<file path="config.mk">
export PLATFORM = sky130hd
export DESIGN_NAME = fir_sequencer
export DESIGN_NICKNAME = d
export VERILOG_FILES = /design/src/rtl/fir_sequencer.sv
export SDC_FILE = /design/constraint.sdc
export NUM_CORES = 1
export LEC_CHECK = 0
export ABC_AREA = 1
export ABC_CLOCK_PERIOD_IN_PS = 1400
export CAP_MARGIN = 10
export CELL_PAD_IN_SITES_DETAIL_PLACEMENT = 0
export CELL_PAD_IN_SITES_GLOBAL_PLACEMENT = 1
export CORE_ASPECT_RATIO = 0.7
export CORE_MARGIN = 3
export CORE_UTILIZATION = 25
export CTS_CLUSTER_DIAMETER = 50
export CTS_CLUSTER_SIZE = 16
export DETAILED_ROUTE_END_ITERATION = 10
export PLACE_DENSITY = 0.67
export SETUP_SLACK_MARGIN = 0.02
export SLEW_MARGIN = 20
export SYNTH_ARGS = -nofsm -noshare
export SYNTH_HDL_FRONTEND = slang
export SYNTH_SLANG_ARGS = --single-unit
</file>
<file path="constraint.sdc">
create_clock -name clock -period 1.4 [get_ports clock]
set_clock_uncertainty 0.2 [all_clocks]
set_input_delay 0.14 -clock clock [delete_from_list [all_inputs] [get_ports clock]]
set_output_delay 0.14 -clock clock [all_outputs]
set_load 0.005 [all_outputs]
</file>
<file path="src/rtl/fir_sequencer.sv">
// fir_sequencer: runs one n_tap_fir through coefficient load, sample streaming and stop.
// Define FIR_FLUSH_EN to push LENGTH-1 trailing zeros so the full convolution tail comes out.
module fir_sequencer #(
   parameter int LENGTH     = 20,
   parameter int DATA_WIDTH = 8,
   parameter int ADDR_WIDTH = 5
) (
   input  logic                         clock,
   input  logic                         reset,
   input  logic                         start,
   output logic [ADDR_WIDTH-1:0]        coeffAddr,
   input  logic signed [DATA_WIDTH-1:0] coeffData,
   input  logic signed [DATA_WIDTH-1:0] sampleIn,
   input  logic                         sampleValid,
   input  logic                         sampleLast,
   output logic                         sampleReady,
   output logic signed [DATA_WIDTH-1:0] coefficientOut,
   output logic                         coefficientsSetFlag,
   output logic signed [DATA_WIDTH-1:0] dataOut,
   output logic                         loadDataFlag,
   output logic                         stopDataLoadFlag,
   output logic                         busy,
   output logic                         done
);

   // state    | meaning
   // IDLE     | waiting for start, FIR outputs held low
   // PREFETCH | ROM address 0 in flight
   // LOAD     | forwarding coefficient k, one per cycle
   // RUN      | accepting samples
   // FLUSH    | pushing LENGTH-1 zero samples (FIR_FLUSH_EN only)
   // STOP     | ending the FIR data load
   // DONE     | done pulse, then FIR STOP->IDLE recovery
   typedef enum logic [2:0] {
      IDLE     = 3'd0,
      PREFETCH = 3'd1,
      LOAD     = 3'd2,
      RUN      = 3'd3,
      FLUSH    = 3'd4,
      STOP     = 3'd5,
      DONE     = 3'd6
   } state_t;

   localparam logic [ADDR_WIDTH-1:0] LAST_ADDR  = ADDR_WIDTH'(LENGTH - 1);
   localparam logic [ADDR_WIDTH-1:0] FIRST_ADDR = (LENGTH > 1) ? ADDR_WIDTH'(1) : '0;
`ifdef FIR_FLUSH_EN
   localparam logic [ADDR_WIDTH-1:0] FLUSH_LAST = ADDR_WIDTH'((LENGTH > 1) ? LENGTH - 2 : 0);
`endif

   state_t                         state_q, nxt_state;
   logic [ADDR_WIDTH-1:0]          k_q, nxt_k;
   logic [ADDR_WIDTH-1:0]          cnt_q, nxt_cnt;
   logic [ADDR_WIDTH-1:0]          nxt_addr;
   logic [ADDR_WIDTH:0]            k_plus2;
   logic signed [DATA_WIDTH-1:0]   nxt_coef, nxt_data;
   logic                           nxt_cset, nxt_load, nxt_stop, nxt_done;

   assign busy        = (state_q != IDLE);
   assign sampleReady = (state_q == RUN);

   // FIR-facing outputs are registered, so each state's action reaches the pins one cycle later.
   always_comb begin
      nxt_state = state_q;
      nxt_k     = k_q;
      nxt_cnt   = cnt_q;
      nxt_addr  = coeffAddr;
      nxt_coef  = '0;
      nxt_cset  = 1'b0;
      nxt_data  = '0;
      nxt_load  = 1'b0;
      nxt_stop  = 1'b0;
      nxt_done  = 1'b0;
      k_plus2   = {1'b0, k_q} + (ADDR_WIDTH + 1)'(2);
      case (state_q)
         IDLE: begin
            if (start) begin
               nxt_state = PREFETCH;
               nxt_addr  = '0;
               nxt_k     = '0;
            end
         end
         PREFETCH: begin
            nxt_state = LOAD;
            nxt_addr  = FIRST_ADDR;
            nxt_k     = '0;
         end
         LOAD: begin
            // address runs one ahead of k to hide the ROM read latency
            nxt_coef = coeffData;
            nxt_k    = k_q + ADDR_WIDTH'(1);
            nxt_addr = (k_plus2 > {1'b0, LAST_ADDR}) ? LAST_ADDR : k_plus2[ADDR_WIDTH-1:0];
            if (k_q == LAST_ADDR) begin
               nxt_cset  = 1'b1;
               nxt_k     = '0;
               nxt_state = RUN;
            end
         end
         RUN: begin
            nxt_data = dataOut;
            if (sampleValid) begin
               nxt_data = sampleIn;
               nxt_load = 1'b1;
               if (sampleLast) begin
`ifdef FIR_FLUSH_EN
                  if (LENGTH > 1) begin
                     nxt_state = FLUSH;
                     nxt_cnt   = FLUSH_LAST;
                  end else begin
                     nxt_state = STOP;
                  end
`else
                  nxt_state = STOP;
`endif
               end
            end
         end
`ifdef FIR_FLUSH_EN
         FLUSH: begin
            nxt_load = 1'b1;
            if (cnt_q == '0) nxt_state = STOP;
            else             nxt_cnt   = cnt_q - ADDR_WIDTH'(1);
         end
`endif
         STOP: begin
            nxt_stop  = 1'b1;
            nxt_cnt   = ADDR_WIDTH'(1);
            nxt_state = DONE;
         end
         DONE: begin
            if (cnt_q != '0) begin
               nxt_done = 1'b1;
               nxt_cnt  = '0;
            end else begin
               nxt_state = IDLE;
            end
         end
         default: begin
            nxt_state = IDLE;
            nxt_addr  = '0;
            nxt_k     = '0;
            nxt_cnt   = '0;
         end
      endcase
   end

   always_ff @(posedge clock) begin
      if (reset) begin
         state_q             <= IDLE;
         k_q                 <= '0;
         cnt_q               <= '0;
         coeffAddr           <= '0;
         coefficientOut      <= '0;
         coefficientsSetFlag <= 1'b0;
         dataOut             <= '0;
         loadDataFlag        <= 1'b0;
         stopDataLoadFlag    <= 1'b0;
         done                <= 1'b0;
      end else begin
         state_q             <= nxt_state;
         k_q                 <= nxt_k;
         cnt_q               <= nxt_cnt;
         coeffAddr           <= nxt_addr;
         coefficientOut      <= nxt_coef;
         coefficientsSetFlag <= nxt_cset;
         dataOut             <= nxt_data;
         loadDataFlag        <= nxt_load;
         stopDataLoadFlag    <= nxt_stop;
         done                <= nxt_done;
      end
   end

endmodule

</file>
==> out/metrics.csv, run 1 <==
stage;metric;value;unit
status;outcome;complete, but fails checks;
status;failing checks;negative setup slack;
setup_path;crit path kind;flip-flop to flip-flop;
power;Lkg Pwr;1.15;nW
synth;Post-synth EDFFs;0;
job;Max Cap Viol;0;
setup_path;r2r setup slk;-0.04;ns
setup_path;Worst Path Arrival;1.47;ns
timing;PnR worst setup slack;-0.0429;ns
synth;Synth area leaders;dfxtp_1 (48%), nand2_1 (14%), a21oi_1 (7.4%);
synth;top post-synthesis cells by count;nand2_1 (52), dfxtp_1 (34), a21oi_1 (21);
drt;DR WL/cell;11.2;um
drt;DR DRC count;0;
timing;Max Clk Rate;0.693;GHz
timing;Slew Viols, Final;0;
drt;vias per std cell;4.13;
setup_path;CP startpoint kind;flip-flop;
global_routing;grt total ovfl;0;
setup_path;crit path launch;k_q[2];
die;Core ar.;5370;sq um
die;die width;96.3;um
synth;post-synthesis sequential area ratio;0.477;
setup_path;CP cell instances;buf_4 > nand2_1 > nor2_1 > nand2_1 > nand2_2 > nand2_2 > nand2_1 > nand2_1 > a21oi_1;
setup_path;worst-path maximum fanout;4;
clocking;CTS Root Cell;clkbuf_8;
synth;Yosys warning count;0;
die;Top Ports;48;
final_layout;nets;291;
global_routing;initial antenna violation count;0;
timing;clock period minus worst slack;1.44;ns
setup_path;Crit path buffers/inverters;1;
drt;DR pass1 iterations;4;
clocking;TritonCTS Buffers;5;
worst_hold_path;Hold Path Depth;3;
worst_hold_path;min-delay src;coeffData[1];
clocking;clock sink count;34;
power;PwrDens;1290;nW/um^2
final_layout;Layout Area Growth over Synthesis;74.1;%
synth;Most used DFF post-synth;dfxtp_1;
drt;violation count after the first detailed-routing iteration;41;
placed_design;buffers added on ports;47;
setup_path;Stages on worst setup path;9;
power;Worst VDD drop;0.000478;V
timing;Slew headroom;0.842;
worst_hold_path;HP Class;input port to flip-flop;
final_layout;fraction of layout cells with a size suffix above 1;0.351;
synth;number of distinct library cells after synthesis;23;
clocking;clk slew on worst S/H paths;0.07;ns
synth;syn avg cell area;7.76;sq um
clocking;CTS tree;built;
drt;Vias;1404;
die;initial core utilization;0.266;
setup_path;Register-to-Register Path Depth;9;
synth;FFs w/ async S/R, synth;0;
placed_design;dpl hpwl;2620;um
synth;Yosys top cell by area;dfxtp_1;
setup_path;most used cell, CP;nand2_1;
timing;hold_ws;0.164;ns
timing;worst slew pin tran;0.236;ns
setup_path;Worst setup EP type;flip-flop;
drt;Antenna Nets Post-Route;0;
timing;Final Cycle Share;1.03;
placed_design;RD Place Congestion;0.706;
synth;Syn Nets;208;
clocking;CTS HTree Levels;2;
global_routing;gr usage total;0.122;
clocking;CTS Hold Buffers Added;0;
global_routing;global-route wire length before repair;6220;um
final_layout;Ant. Diodes;0;
synth;Mapped Cells;184;
setup_path;CP Data Required Time;1.42;ns
clocking;clk_lat worst skew;0.29;ns
timing;Final Hold Fails;0;
timing;setup violators final;5;
placed_design;dpl cells;326;
die;Rows;22;
timing;RSZ-0062 raised after global routing;yes;
die;Die Area;6670;sq um
synth;Seq cells post-synth;34;
setup_path;slowest CP cell;dfxtp_2;
die;Die Y-Extent;69.2;um
final_layout;non-filler instance count after layout;340;
drt;drt total wl;3810;um
global_routing;number of global-route vias before repair;1354;
global_routing;pin count of the biggest net entering global routing;14;
setup_path;worst flop-to-flop path startpoint;k_q[2];
setup_path;CP top delay family;simple AND/OR/NAND/NOR gates;
synth;most frequent cell after synthesis;nand2_1;
setup_path;CP max stage delay;0.38;ns
clocking;worst-case clock buffer depth;2;
synth;Mapped Area;1430;sq um
synth;area share of the largest cell type after synthesis;0.477;
==> area by class of cell <==
type | instances | area (sq um)
fillers | 561 | 2880
inverters | 20 | 77.6
clock inverters | 2 | 12.5
clock buffers | 6 | 82.6
multi-input cells | 126 | 798
flip-flops and latches | 34 | 698
well taps | 72 | 90.1
repair buffers | 80 | 727
==> cell usage in the layout, fill, tap and decap left out, drive strengths merged <==
master         instances
nand2                 58
buf                   35
dfxtp                 34
dlygate4sd2           25
a21oi                 21
nor2                  21
clkdlybuf4s50         20
inv                   19
nand3                  8
clkbuf                 6
nand4                  6
o21ai                  3
ha                     3
xor2                   2
nand3b                 2
clkinv                 2
a31oi                  1
o21bai                 1
clkinvlp               1
==> path summary, 6_finish.rpt <==
kind	end
worst min register to register	coeffAddr[4]
worst max register to register	coeffAddr[0]
worst min-delay path	coefficientOut[1]
worst max-delay path	coeffAddr[0]
==> sequential cells by signal (all words and copies together) (netlist names) <==
register / cells
cnt_q: 1
coeffAddr: 5
coefficientOut: 8
coefficientsSetFlag: 1
dataOut: 8
done: 1
k_q: 5
loadDataFlag: 1
state_q: 3
stopDataLoadFlag: 1
==> logic make-up after synthesis <==
group,synth area share
and+or+nand+nor,0.310
DFF,0.477
AOI/OAI and AO/OA,0.0964
buffers and inverters,0.0780
adders and majority gates,0.0263
xor gates and xnor gates,0.0123
==> report_power, final <==
part	internal (mW)	total, mW	switching, mW
Sequential	1.07	1.14	0.0645
Clock	0.395	0.763	0.368
Combinational	0.653	1.30	0.647
==> stage by stage <==
step / power [mW] / worst slack (ns) / instance area (sq um) / util / TNS, ns
floorplan: 1.62 / 0.0158 / 1440 / - / 0
global placement: 2.16 / -0.112 / 2190 / 0.408 / -1.26
detailed placement: 2.15 / -0.134 / 2190 / 0.408 / -1.32
CTS: 3.21 / -0.0604 / 2450 / 0.456 / -0.209
global route: 3.40 / -0.132 / 2490 / 0.463 / -1.51
finish: 3.20 / -0.0429 / 2490 / 0.463 / -0.0961
==> layer usage <==
layer | global-route usage | vias up | part of all wire
li1 | - | 750 | -
met1 | 0.165 | 607 | 0.49
met2 | 0.159 | 38 | 0.38
met3 | 0.0683 | 9 | 0.11
met4 | 0.0435 | 0 | 0.014
met5 | 0 | - | 0
==> repair_timing <==
item                       CTS  global route
resized for setup           74            15
gates cloned                 1             0
setup buffers                5             0
pin swaps                   12            13
setup endpoints to repair   48            34
==> worst reg2reg max path: cells and delay by family, from the launching register on <==
kind / cells / cell delay [ns]
DFF: 1 / 0.38
buffers and inverters: 1 / 0.15
AOI/OAI and AO/OA: 1 / 0.12
and+or+nand+nor: 7 / 0.54
Note: power is estimated with default switching activity, not from simulation.
==> inputs of run 2 (changes only) <==
--- a/config.mk
+++ b/config.mk
@@ -18,6 +18,7 @@
 export DETAILED_ROUTE_END_ITERATION = 10
 export PLACE_DENSITY = 0.67
 export SETUP_SLACK_MARGIN = 0.02
+export SKIP_LAST_GASP = 1
 export SLEW_MARGIN = 20
 export SYNTH_ARGS = -nofsm -noshare
 export SYNTH_HDL_FRONTEND = slang
==> run 2 against run 1 <==
Against the previous run:
- the flow still finishes with violations (negative setup slack)
- critical path depth did not move
- wire length rose by 0.97%
- global-route usage did not move
- first-iteration DRC count rose by 20%
- worst setup slack got worse by 0.021 ns
- via count rose by 1.0%
- register-to-register slack got worse by 0.02 ns
- maximum frequency fell by 1.5%
- combinational power barely moved
- cell count did not move
==> out/metrics.csv, run 2 (synthesized netlist as in run 1, its figures left out) <==
stage;metric;value;unit;change
die;Core ar.;5370;sq um;unchanged
power;Comb power frac;0.407;;about the same
setup_path;CP cell instances;buf_4 > nand2_1 > nor2_1 > nand2_1 > nand2_2 > nand2_2 > nand2_1 > nand2_1 > a21oi_1;;
clocking;CTS HTree Levels;2;;unchanged
clocking;CTS tree;built;;
drt;Vias;1418;;+1.0%
power;PwrDens;1290;nW/um^2;-0.11%
clocking;CTS Root Cell;clkbuf_8;;
power;Internal;2.12;mW;about the same
final_layout;most frequent cells in the layout;nand2_1 (42), dfxtp_1 (26), dlygate4sd2_1 (25);;
setup_path;CP top delay family;simple AND/OR/NAND/NOR gates;;
global_routing;initial antenna violation count;0;;unchanged
setup_path;crit path kind;flip-flop to flip-flop;;
final_layout;number of fill cells;564;;+0.53%
die;Die Area;6670;sq um;unchanged
clocking;worst-case clock buffer depth;2;;unchanged
power;total power draw;3.20;mW;about the same
drt;violation count after the first detailed-routing iteration;49;;+20%
timing;Slew Viols, Final;0;;unchanged
setup_path;slowest CP cell;dfxtp_2;;
power;Worst VDD drop;0.000478;V;about the same
placed_design;worst slack, placed;-0.134;ns;unchanged
clocking;clock sink count;34;;unchanged
final_layout;Largest regs;coefficientOut (8), dataOut (8);;
job;Max Cap Viol;0;;unchanged
placed_design;dpl hpwl;2620;um;unchanged
global_routing;grt total ovfl;0;;unchanged
status;outcome;complete, but fails checks;;
clocking;clk slew on worst S/H paths;0.07;ns;about the same
die;Top Ports;48;;unchanged
power;switching share of total power;0.337;;about the same
drt;DR pass1 iterations;4;;unchanged
setup_path;CP max stage delay;0.38;ns;about the same
global_routing;pin count of the biggest net entering global routing;14;;unchanged
final_layout;Layout Area Growth over Synthesis;74.5;%;
timing;clock period minus worst slack;1.46;ns;+0.0213 ns
final_layout;nets;291;;unchanged
final_layout;fraction of layout cells with a size suffix above 1;0.347;;-0.00373
timing;worst slew pin tran;0.243;ns;+0.00714 ns
timing;setup violators final;8;;+3
drt;DR WL/cell;11.3;um;+0.97%
global_routing;global-route wire length before repair;6220;um;unchanged
setup_path;most used cell, CP;nand2_1;;
die;Rows;22;;unchanged
setup_path;Worst Path Arrival;1.49;ns;+0.02 ns
timing;Slew headroom;0.837;;-0.00479
power;sequential group share of total power;0.355;;about the same
drt;drt total wl;3850;um;+0.97%
placed_design;buffers added on ports;47;;unchanged
placed_design;RD Place Congestion;0.706;;unchanged
die;initial core utilization;0.266;;unchanged
setup_path;CP Data Required Time;1.42;ns;about the same
timing;Max Clk Rate;0.683;GHz;-1.5%
drt;vias per std cell;4.17;;+1.0%
drt;Antenna Nets Post-Route;0;;unchanged
timing;RSZ-0062 raised after global routing;yes;;
global_routing;gr usage total;0.122;;unchanged
final_layout;Ant. Diodes;0;;unchanged
power;clock power share;0.238;;about the same
clocking;clk_lat worst skew;0.29;ns;about the same
timing;Final Cycle Share;1.05;;+0.0152
setup_path;Worst setup EP type;flip-flop;;
timing;hold_ws;0.165;ns;+0.000651 ns
global_routing;number of global-route vias before repair;1355;;+0.074%
clocking;TritonCTS Buffers;5;;unchanged
timing;Final Hold Fails;0;;unchanged
die;die width;96.3;um;unchanged
power;Switching Power;1.08;mW;+0.11%
setup_path;worst-path maximum fanout;4;;unchanged
drt;DR DRC count;0;;unchanged
setup_path;Crit path buffers/inverters;1;;unchanged
timing;PnR worst setup slack;-0.0642;ns;-0.0213 ns
power;Lkg Pwr;1.14;nW;about the same
die;Die Y-Extent;69.2;um;unchanged
setup_path;CP startpoint kind;flip-flop;;
worst_hold_path;HP Class;input port to flip-flop;;
status;failing checks;negative setup slack;;
timing;Fin Setup TNS;-0.184;ns;-0.0881 ns
final_layout;commonest non-fill, non-tap cell in the layout;nand2_1;;
run 2: layout make-up:
type | count | area (sq um) | area share
multi-input cells | 126 | 806 | 0.323
repair buffers | 80 | 727 | 0.292
flip-flops and latches | 34 | 698 | 0.280
well taps | 72 | 90.1 | 0.0362
clock buffers | 6 | 82.6 | 0.0331
inverters | 20 | 75.1 | 0.0301
clock inverters | 2 | 12.5 | 0.00502
run 2: power groups by stage:
stage / logic [mW] / registers (mW) / clock network (mW)
final: 1.30 / 1.14 / 0.763
after global routing: 1.41 / 1.15 / 0.845
after CTS: 1.26 / 1.14 / 0.800
after detailed placement: 1.00 / 1.15 / 0
after global placement: 1.02 / 1.15 / 0
after floorplan: 0.456 / 1.16 / 0
run 2: stage by stage:
| stage | area (sq um) | util | std cells |
|---|---|---|---|
| 6_report | 2490 | 0.464 | 340 |
| 5_1_grt | 2490 | 0.464 | 340 |
| 4_1_cts | 2440 | 0.454 | 340 |
| 3_5_place_dp | 2190 | 0.408 | 326 |
| 3_3_place_gp | 2190 | 0.408 | 326 |
| 2_1_floorplan | 1440 | - | 184 |
run 2: routing by layer:
layer | wire (um) | share of wire | vias to the layer above | GRT usage
li1 | - | - | 749 | -
met1 | 1850 | 0.48 | 619 | 0.166
met2 | 1550 | 0.40 | 45 | 0.159
met3 | 401 | 0.10 | 5 | 0.0672
met4 | 44 | 0.011 | 0 | 0.0435
met5 | 0 | 0 | - | 0
run 2: worst register-to-register path: cells and delay by family, from the launching register on:
kind,cells,cell delay (ns)
and+or+nand+nor,7,0.56
AOI/OAI and AO/OA,1,0.12
DFF,1,0.38
buffers and inverters,1,0.14
run 2: worst paths after layout:
| path | to | depth (start not counted) | startpoint | slack, ns |
|---|---|---|---|---|
| max | coeffAddr[0] | 9 | k_q[2] | -0.06 |
| min | coefficientOut[1] | 3 | coeffData[1] | 0.16 |
| max reg2reg | coeffAddr[0] | 9 | k_q[2] | -0.06 |
| min reg2reg | coeffAddr[4] | 2 | coeffAddr[4] | 0.25 |
run 2: timing repair:
action,CTS,global route
hold buffers,0,0
resized for setup,66,22
pin swaps,10,13
endpoints found under the setup margin,48,35
gates cloned,1,0
buffers inserted,5,0
==> RTL edit (config.mk and constraints of run 1) <==
The 7 states of `state_t` get a one-hot encoding in 7 bits.
--- a/src/rtl/fir_sequencer.sv
+++ b/src/rtl/fir_sequencer.sv
@@ -33,10 +33,10 @@
    // DONE     | done pulse, then FIR STOP->IDLE recovery
-   typedef enum logic [2:0] {
-      IDLE     = 3'd0,
-      PREFETCH = 3'd1,
-      LOAD     = 3'd2,
-      RUN      = 3'd3,
-      FLUSH    = 3'd4,
-      STOP     = 3'd5,
-      DONE     = 3'd6
+   typedef enum logic [6:0] {
+      IDLE     = 7'b0000001,
+      PREFETCH = 7'b0000010,
+      LOAD     = 7'b0000100,
+      RUN      = 7'b0001000,
+      FLUSH    = 7'b0010000,
+      STOP     = 7'b0100000,
+      DONE     = 7'b1000000
    } state_t;
Behaviour: same outputs for any inputs over 10 cycles, from zero or initial values and one cycle with reset high; not proved beyond that.
==> RTL edit against run 1 <==
  * Sequential cell count rose by 3
  * Area after synthesis rose by 7.7%
  * Via count rose by 17%
  * The run still ends with setup timing left
  * Critical path type is now reg -> out
  * Worst setup slack got worse by 0.14 ns
  * Routed wire length rose by 24%
  * Power rose by 3.8%
  * Die area rose by 7.1%
  * Design area rose by 12%
  * Highest routed layer unchanged
  * Synthesized cell count rose by 13%
  * Worst hold slack got worse by 0.014 ns
==> RTL edit: results (changes against run 1) <==
Yosys
  – Synth Area per Inst: 7.39 sq um (-4.7%)
  – Netlist cell types: 22 (-4.3%)
  – Xor-xnor portion of the synthesized cell area: 0% (-1.2 points)
  – Synth top area cells: dfxtp_1 (48%), nand2_1 (12%), a21oi_1 (6.8%)
  – Post-Syn Nets: 232 (+12%)
  – Post-Synth Adder-Cell Area: 2.44% (-0.19 points)

Clocking
  – Post-CTS setup repair buffer count: 3 (-2)
  – CTS clk-pin slew, worst paths: 0.09 ns (+0.02 ns)

Place
  – Worst slack, placed: -0.148 ns (-0.0148 ns)
  – Post-placement cell area: 2350 sq um (+7.3%)
  – Placer congestion estimate: 0.732 (+3.7%)
  – Placed cells: 357 (+9.5%)

Drt
  – Starting DRC count in detailed routing: 65 (+59%)
  – Number of vias per cell: 4.37 (+5.9%)
  – Met1 wire length: 2.38 mm (+27%)
  – Drt wl/cell: 12.5 um (+12%)
  – Met3 WL: 446 um (+9.3%)

GRT
  – GR Util met2: 18.5% (+2.6 points)
  – Met3 Usage GRT: 6.32% (-0.51 points)
  – GRT Util Overall: 13.3% (+1.2 points)
  – First-pass GRT wire length: 7.47 mm (+20%)
  – Pin count of the biggest net entering global routing: 17 (+3)
  – M1 GR Usage: 18.3% (+1.8 points)

Setup path
  – CP top delay family: flip-flops
  – Slowest cell on crit path: dfxtp_4

Timing
  – Final setup vio count: 37 (+32)
  – Worst Slack Setup Final: -0.179 ns (-0.137 ns)
  – Setup TNS: -3.88 ns (-3.79 ns)

Pwr
  – Worst vdd ir: 0.000483 V (+1.0%)
  – Sw Ratio: 32.9% (-0.80 points)
  – Part of the power in registers: 35.6% (about the same)
  – Comb power frac: 36.0% (-4.6 points)
  – Total power: 3.32 mW (+3.8%)

Finish
  – Nets@finish: 325 (+12%)
  – Final non-filler cell total: 377 (+11%)
  – Top flop regs: coefficientOut x8, dataOut x8, state_q x6

Run status
  – Failing checks: setup timing
  – Run status: finished, violations left
RTL edit: changes by cell type after synthesis, moves of 2 or more:
cell	change
nand4_1	+4
dfxtp_1	+3
o21ai_1	+11
nand2_2	-6
inv_1	+3
nand3_1	+4
inv_2	+3
nor2_1	+10
xor2_1	-2
buf_6	-2
nand2_1	-4
RTL edit: layout make-up:
class	instances	area, sq um
clock buffers	6	72.6
clock inverters	2	38.8
fillers	588	3050
inverters	26	105
multi-input cells	141	912
flip-flops and latches	37	774
well taps	75	93.8
repair buffers	89	787
repair inverters	1	7.51
RTL edit: final timing paths:
path                           startpoint                            to  slack [ns]  cells after the start
setup / recovery  state_q[0]$_SDFFE_PP1P_                   sampleReady       -0.18                      5
hold / removal               coeffData[5]  coefficientOut[5]$_SDFF_PP0_        0.15                      3
setup reg to reg  state_q[6]$_SDFFE_PP0P_       state_q[1]$_SDFFE_PP0P_       -0.17                      7
hold reg to reg   dataOut[0]$_SDFFE_PP0P_       dataOut[0]$_SDFFE_PP0P_        0.27                      2
